### config.mk
export PLATFORM = sky130hd
export DESIGN_NAME = motion_segment_executor
export DESIGN_NICKNAME = d
export VERILOG_FILES = /design/src/rtl/motion_segment_executor.sv
export SDC_FILE = /design/constraint.sdc
export NUM_CORES = 1
export LEC_CHECK = 0
export CAP_MARGIN = 20
export CORE_MARGIN = 4
export CORE_UTILIZATION = 50
export CTS_BUF_LIST = sky130_fd_sc_hd__clkbuf_4
export DETAILED_ROUTE_END_ITERATION = 12
export PLACE_DENSITY_LB_ADDON = 0.25
export SLEW_MARGIN = 20
export SYNTH_ARGS = -nofsm -noshare
export SYNTH_HDL_FRONTEND = slang
export SYNTH_SLANG_ARGS = --single-unit
### constraint.sdc
create_clock -name clk -period 8.5 [get_ports clk]
set_input_delay 0.85 -clock clk [delete_from_list [all_inputs] [get_ports clk]]
set_output_delay 0.85 -clock clk [all_outputs]
set_load 0.02 [all_outputs]
### src/rtl/motion_segment_executor.sv
// motion_segment_executor
//   Pops 32-bit motion segments from the segment fifo and plays each one out
//   on a single stepper axis as a train of fixed-width step pulses. Direction
//   changes are followed by a setup gap before the next step edge.
//
// Ports
//   clk             system clock
//   reset           synchronous, active-high; dominant over every other input
//   enable          allows new segments to be fetched (running one completes)
//   data_available  fifo not empty
//   data_request    one-cycle pop strobe to the fifo
//   data            segment: [31] dir, [30:16] step count N, [15:0] period P
//   step_out        step pulse, PulseWidth cycles high, one per period
//   dir_out         direction level
//   busy            high whenever the controller is not IDLE
//   underrun        sticky: a segment ended with enable=1 and the fifo empty;
//                   cleared by reset or by the next segment being latched
//
// state | meaning
// ------+--------------------------------------------------------------
// IDLE  | waiting for enable && data_available; pop issued on leaving
// FETCH | waiting out the fifo read latency, latch segment on last cycle
// SETUP | direction just changed, hold step low for DirSetup cycles
// RUN   | emitting one period per step (a single silent period if N=0)

module motion_segment_executor #(
  parameter int PulseWidth  = 8,
  parameter int DirSetup    = 16,
  parameter int ReadLatency = 1,
  parameter int MinPeriod   = 16
) (
  input  logic        clk,
  input  logic        reset,
  input  logic        enable,
  input  logic        data_available,
  output logic        data_request,
  input  logic [31:0] data,
  output logic        step_out,
  output logic        dir_out,
  output logic        busy,
  output logic        underrun
);

  typedef enum logic [1:0] {
    IDLE  = 2'd0,
    FETCH = 2'd1,
    SETUP = 2'd2,
    RUN   = 2'd3
  } state_t;

  localparam int FetchW = (ReadLatency > 1) ? $clog2(ReadLatency) : 1;
  localparam int SetupW = (DirSetup > 1) ? $clog2(DirSetup) : 1;

  localparam logic [FetchW-1:0] FetchLoad = FetchW'(ReadLatency - 1);
  localparam logic [SetupW-1:0] SetupLoad = SetupW'(DirSetup - 1);
  localparam logic [15:0]       MinP      = 16'(MinPeriod);
  localparam logic [15:0]       Pw        = 16'(PulseWidth);
  localparam logic              PwMulti   = (PulseWidth > 1);

  state_t            state;
  logic [FetchW-1:0] fetch_cnt;
  logic [SetupW-1:0] setup_cnt;
  logic [15:0]       period_cnt;   // counts down Pe-1 .. 0 within a period
  logic [14:0]       step_cnt;     // steps remaining, including the current one
  logic [15:0]       pe;           // effective period of the running segment
  logic              chain;        // current fetch was issued back-to-back
  logic              step_q;

  logic        seg_dir;
  logic [14:0] seg_n;
  logic [15:0] seg_p;
  logic [15:0] seg_pe;
  logic        fetch_done;
  logic        period_end;
  logic        seg_end;
  logic        pop_ok;
  logic        launch;
  logic [15:0] step_hi_th;

  assign seg_dir = data[31];
  assign seg_n   = data[30:16];
  assign seg_p   = data[15:0];
  assign seg_pe  = (seg_p < MinP) ? MinP : seg_p;

  assign fetch_done = (state == FETCH) && (fetch_cnt == '0);
  assign period_end = (state == RUN) && (period_cnt == 16'd0);
  assign seg_end    = period_end && (step_cnt <= 15'd1);
  assign pop_ok     = enable && data_available && !reset;

  // The pop strobe is decoded from the current state so that it is always
  // qualified by the live data_available and lands in the last period cycle
  // of a segment when chaining.
  assign data_request = pop_ok && ((state == IDLE) || seg_end);

  // On a back-to-back fetch with no direction change, the latch cycle is the
  // first cycle of the new segment's first period, so the step edge spacing
  // stays exactly Pe across the segment boundary. That first cycle is driven
  // straight from the freshly valid fifo word; every later cycle is registered.
  assign launch   = fetch_done && chain && (seg_dir == dir_out) &&
                    (seg_n != 15'd0) && !reset;
  assign step_out = step_q | launch;

  // step is high while c < PulseWidth, i.e. while period_cnt >= Pe - PulseWidth
  assign step_hi_th = pe - Pw;

  always_ff @(posedge clk) begin
    if (reset) begin
      state      <= IDLE;
      fetch_cnt  <= '0;
      setup_cnt  <= '0;
      period_cnt <= 16'd0;
      step_cnt   <= 15'd0;
      pe         <= 16'd0;
      chain      <= 1'b0;
      step_q     <= 1'b0;
      dir_out    <= 1'b0;
      busy       <= 1'b0;
      underrun   <= 1'b0;
    end else begin
      case (state)
        IDLE: begin
          step_q <= 1'b0;
          if (pop_ok) begin
            state     <= FETCH;
            fetch_cnt <= FetchLoad;
            chain     <= 1'b0;
            busy      <= 1'b1;
          end
        end

        FETCH: begin
          if (fetch_cnt != '0) begin
            fetch_cnt <= fetch_cnt - 1'b1;
          end else begin
            step_cnt <= seg_n;
            pe       <= seg_pe;
            underrun <= 1'b0;
            if (seg_dir != dir_out) begin
              dir_out   <= seg_dir;
              setup_cnt <= SetupLoad;
              step_q    <= 1'b0;
              state     <= SETUP;
            end else begin
              state <= RUN;
              if (chain) begin
                // latch cycle already served as c=0
                period_cnt <= seg_pe - 16'd2;
                step_q     <= (seg_n != 15'd0) && PwMulti;
              end else begin
                period_cnt <= seg_pe - 16'd1;
                step_q     <= (seg_n != 15'd0);
              end
            end
          end
        end

        SETUP: begin
          if (setup_cnt != '0) begin
            setup_cnt <= setup_cnt - 1'b1;
          end else begin
            state      <= RUN;
            period_cnt <= pe - 16'd1;
            step_q     <= (step_cnt != 15'd0);
          end
        end

        RUN: begin
          if (period_cnt != 16'd0) begin
            period_cnt <= period_cnt - 16'd1;
            step_q     <= ((period_cnt - 16'd1) >= step_hi_th) &&
                          (step_cnt != 15'd0);
          end else if (step_cnt > 15'd1) begin
            step_cnt   <= step_cnt - 15'd1;
            period_cnt <= pe - 16'd1;
            step_q     <= 1'b1;
          end else if (pop_ok) begin
            state     <= FETCH;
            fetch_cnt <= FetchLoad;
            chain     <= 1'b1;
            step_q    <= 1'b0;
          end else begin
            state    <= IDLE;
            step_q   <= 1'b0;
            busy     <= 1'b0;
            underrun <= underrun | enable;
          end
        end

        default: begin
          state  <= IDLE;
          step_q <= 1'b0;
          busy   <= 1'b0;
        end
      endcase
    end
  end

endmodule
# After elaboration in Yosys (flattened, before gate mapping)
# Cells that the tools add are included.
# op_classes
add_sub_neg	8
magnitude_cmp	4
eq_ne	17
mux	49
n_bitwise	3
n_reduce_logical	35
# ops
operator	count
two-way mux 16 bit	7
case mux 16 bit (3 select lines)	1
subtractor 16 x 1 -> 16 bit, second input constant	3
two-way mux 15 bit	3
case mux 15 bit (2 select lines)	1
nonzero test 15 bit	2
AND reduction 5 bit	5
two-way mux 1 bit	22
inequality test 2 bit, second input constant	9
>= comparator 16 bit	1
logical NOT 16 bit	1
< comparator 16 x 5 -> 1 bit, second input constant	1
nonzero test 16 bit	1
subtractor 16 x 2 -> 16 bit, second input constant	1
subtractor 16 x 4 -> 16 bit, second input constant	1
greater-than comparator 15 x 1 -> 1 bit, second input constant	1
less-or-equal comparator 15 x 1 -> 1 bit, second input constant	1
subtractor 15 x 1 -> 15 bit, second input constant	1
two-way mux 4 bit	3
logical AND 1 bit	11
two-way mux 2 bit	5
case mux 2 bit (4 select lines)	1
case mux 4 bit (2 select lines)	1
AND reduction 4 bit	2
other kinds (21)	31
# totals
regBits	59
in_bits	36
output_inout_bits	5
elab_cells	127

# Logic depth before layout (Yosys ltp)
# depth
depth_word	7
ltp_mapped	12
ltp_nobuf	12

# Least setup slack after synthesis
# No wires, ideal clock.
# synth_path
kind	input-to-reg
from	in data[5]
to	reg period_cnt[12]
setup_time_ns	0.124
arrival_ns	3.155
required_ns	8.376
path_slack_ns	5.221
path_stages	10
path_buffers	1
path_cell_list	clkbuf_1 -> or3_1 -> o41ai_1 -> ha_1 -> nor2_1 -> nand4bb_1 -> nor2_1 -> mux2_2 -> a221oi_1 -> a21oi_1
# synth_via
elab_chain_len	7
word_cells_on_any_way	8
cone_classes	2 x add/sub; 1 x order compare; 5 x mux
# synth_lines
element	line_no	source
start, declared	37	input logic [31:0] data,
< comparator 16 x 5 -> 1 bit	83	assign seg_pe = (seg_p < MinP) ? MinP : seg_p;
two-way mux 16 bit *	83	
subtractor 16 x 1 -> 16 bit / subtractor 16 x 2 -> 16 bit (equally long branches)	150, 147	
two-way mux 16 bit *	145	if (chain) begin
two-way mux 16 bit *	138	if (seg_dir != dir_out) begin
two-way mux 16 bit *	132	if (fetch_cnt != '0) begin
case mux 16 bit (3 select lines) *	120	case (state)
end signal, assigned	147	period_cnt <= seg_pe - 16'd2;
end signal, assigned	150	period_cnt <= seg_pe - 16'd1;
end signal, assigned	162	period_cnt <= pe - 16'd1;
end, declared	63	logic [15:0] period_cnt;
# Every way passes the cells marked *; elsewhere a longest branch is shown, timed or not. The select of a mux whose other input is x is not followed.
# A chain may end at the register's enable or synchronous reset.

# Worst setup path after layout
# layout_path
from	in reset
to	out data_request
# layout_via
elab_chain_len	3
# layout_lines
element	line_no	source
start, declared	33	input logic reset,
logical NOT 1 bit	88	assign pop_ok = enable && data_available && !reset;
logical AND 1 bit	88	
logical AND 1 bit	93	assign data_request = pop_ok && ((state == IDLE) || seg_end);
end, declared	36	output logic data_request,
# No other way between the ends.

==> run metrics <==
status completed; routed wl met3 837 um; vias in the first global route 4392; first-pass GRT wire length 21.1 mm; io pins 41; Synth area leaders dfxtp_1 25%, ha_1 8.4%, a21oi_1 5.7%; sequential fraction of the synthesis area 25.2%; buffers plus inverters on the worst setup path 4; maximum clock path buffer count 2; Final ANT Viol Nets 0; Worst EP required 7.65 ns; Max transition margin 32.7%; Synth Flop Type dfxtp_1; delay-heaviest family, CP buffers and inverters; slew of the pin with the lowest slew margin 1.01 ns; DIE WIDTH 104 um; main combinational cell family by area after synthesis simple AND/OR/NAND/NOR gates; CTS tree built; synth warn 0; Min Hold Slack 0.467 ns; internal power 913 uW; fin nets 703; gp weighted congestion 0.919; Routed WL 12.8 mm; synthesized area per cell 7.52 um^2; FMAX 225 MHz; Peak VDD IR 164 uV; max cap viols 0; P_leak 1.99 nW; initial antenna violation count 0; Sw Ratio 51.4%; clock latency on the worst-skew pair 0.41 ns; met1 wire length 5.91 mm; die area 10800 um^2; clk sinks 58; Post-Synthesis Cell Area 4600 um^2; CP endpoint kind primary output; Core Region 8850 um^2; xor/xnor share of the synthesized area 8.76%; Synth Area in Simple Gates 27.6%; Top Layer Used met4; CP Data Arrival Time 3.60 ns; area leader, netlist dfxtp_1; mux cell area share after synthesis 3.75%; Slowest-stage cell, CP clkinv_1; Antenna diodes 0; fin crit share 52.3%; DIE HEIGHT 104 um; adder-cell share of the synthesized area 8.43%; WL per Instance 17.0 um; critical-path cell list clkdlybuf4s50_1 -> buf_4 -> clkinv_1 -> nand3_1 -> nor2_1 -> clkdlybuf4s50_1; element type at the critical path start input port; Detailed Routing Iterations Pass 1 5; # port buffers 40; clk slew on worst S/H paths 0.11 ns; GRT Resource Usage Total 23.3%; Final HPWL DP 9.32 mm; Inst Count DP 733; row cnt 34; Post-CTS Setup Bufs 0; vias 4689; final core occ 58.2%; Fillers 842; CTS hold repair buffers 0; Yosys reg bits 58; Sum Neg Setup Slack 0 ns; grt total ovfl 0; WS Path Type in -> out; Top cell by count, worst path clkdlybuf4s50_1; CP max stage delay 0.77 ns; Final Non-Filler Cells 749; Synth Area in Compound Gates 21.7%; cell area after placement 5040 um^2; Detail Route met2 WL 5.88 mm; DR iter-0 viols 346; Sw Pwr 964 uW; Distinct cells, synth 61; power share of the combinational group 67.4%; Starting Density 52.0%; drt drc 0; Post-synth EDFFs 0; pwr/cell area 364 nW/um^2; Clk pwr share 9.2%; post_cts resized 0; RSZ-0062 raised after global routing false; top-area cell type share of the netlist area 25.2%; Finished Cell Area 5150 um^2; area grow syn2layout 12.0%; HP Class reg -> reg; final-report hold violation count 0; fin crit period 4.45 ns; Post-synth ARST share 0%; Mapped Cells 612; Reg power frac 23.5%; number of buffers created by CTS 9; share of cells above drive strength 1 5.62%; H-tree Lvls 3; peak fanout along the critical path 41; Final Max Tran Viols 0; via/cell ratio 6.26; root buffer cell clkbuf_4; Fin Clk Skew 0.0139 ns; Final setup viols 0; pin count of the biggest net entering global routing 42; syn_nets 679
-- routing by layer --
metal	up-vias	GRT usage (%)
met3	13	4.78
li1	2285	-
met5	-	0
met2	155	37.5
met1	2236	32.1
met4	0	5.32
-- cell families (layout without fill, tap and decap cells) --
group                      count (synthesis)  count (layout)
xor gates and xnor gates                  46              46
buffers and inverters                     52              81
AOI/OAI and AO/OA                        159             159
muxes                                     17              17
DFF                                       58              58
adders and majority gates                 31              31
and+or+nand+nor                          249             249
-- through the flow --
stage / power (mW) / setup WS [ns]
final: 1.88 / 4.05
after CTS: 1.86 / 4.04
after floorplan: 1.39 / 5.22
after global placement: 1.64 / 4.11
after detailed placement: 1.68 / 4.03
after global routing: 2.05 / 3.79
-- cell type report --
class	count	area [um^2]	area share [%]
Clock inverter	6	33.8	0.656
Timing Repair Buffer	45	438	8.50
Sequential cell	58	1160	22.5
Clock buffer	10	75.1	1.46
Inverter	20	75.1	1.46
Tap cell	108	135	2.62
Multi-Input combinational cell	502	3230	62.8
-- cell usage after synthesis, types with 7 or more instances --
master     n
nand2_1   54
a211oi_1   7
a221oi_1  11
a31oi_1    8
nor3_1    24
a21oi_1   52
ha_1      31
nor2_1    69
nor4_1    15
xnor2_1   22
nand2b_1  11
nand3_1   18
o21ai_0   41
nand4_1   10
dfxtp_1   58
mux2i_1   15
xor2_1    24
nor2b_1   10
clkbuf_1  27
inv_1     18
-- layout by cell type, fill, tap and decap left out, types with 10 or more instances in the layout --
cell / count
nand3_1: 18
xor2_1: 24
nor2b_1: 10
nand2b_1: 11
ha_1: 31
mux2i_1: 15
xnor2_1: 22
dfxtp_1: 58
o21ai_0: 41
nand4_1: 10
a221oi_1: 11
nor2_1: 68
nor3_1: 24
clkdlybuf4s50_1: 40
clkbuf_4: 10
a21oi_1: 52
nor4_1: 15
nand2_1: 54
inv_1: 18
-- worst register-to-register path: stages, from the launching register on --
cell and delay [ns]:
dfxtp_1 0.40, inv_1 0.13, ha_1 0.28, nor4b_1 0.63, nand2_1 0.15, nor3_1 0.34
xnor2_1 0.11, ha_1 0.30, nand4_1 0.11, or3_1 0.39, o211ai_1 0.30, a211o_1 0.18
-- power by group through the flow --
stage | Clock (mW) | Sequential (mW) | Combinational (mW)
after detailed placement | 0 | 0.443 | 1.24
final | 0.173 | 0.440 | 1.26
after CTS | 0.177 | 0.437 | 1.24
after global placement | 0 | 0.439 | 1.20
after floorplan | 0 | 0.408 | 0.983
after global routing | 0.192 | 0.451 | 1.41
-- flip-flops by register name (all words and copies together) (netlist names) --
signal	count
dir_out	1
busy	1
underrun	1
step_cnt	15
state	2
pe	16
period_cnt	16
chain	1
setup_cnt	4
step_q	1
-- final timing paths --
kind	startpoint	endpoint	slack (ns)	depth (start not counted)
hold / removal	setup_cnt[0]	setup_cnt[0]	0.47	1
setup reg to reg	pe[3]	step_q	5.15	11
hold reg to reg	setup_cnt[0]	setup_cnt[0]	0.47	1
setup / recovery	reset	data_request	4.05	6
(Power assumes the default switching activity.)
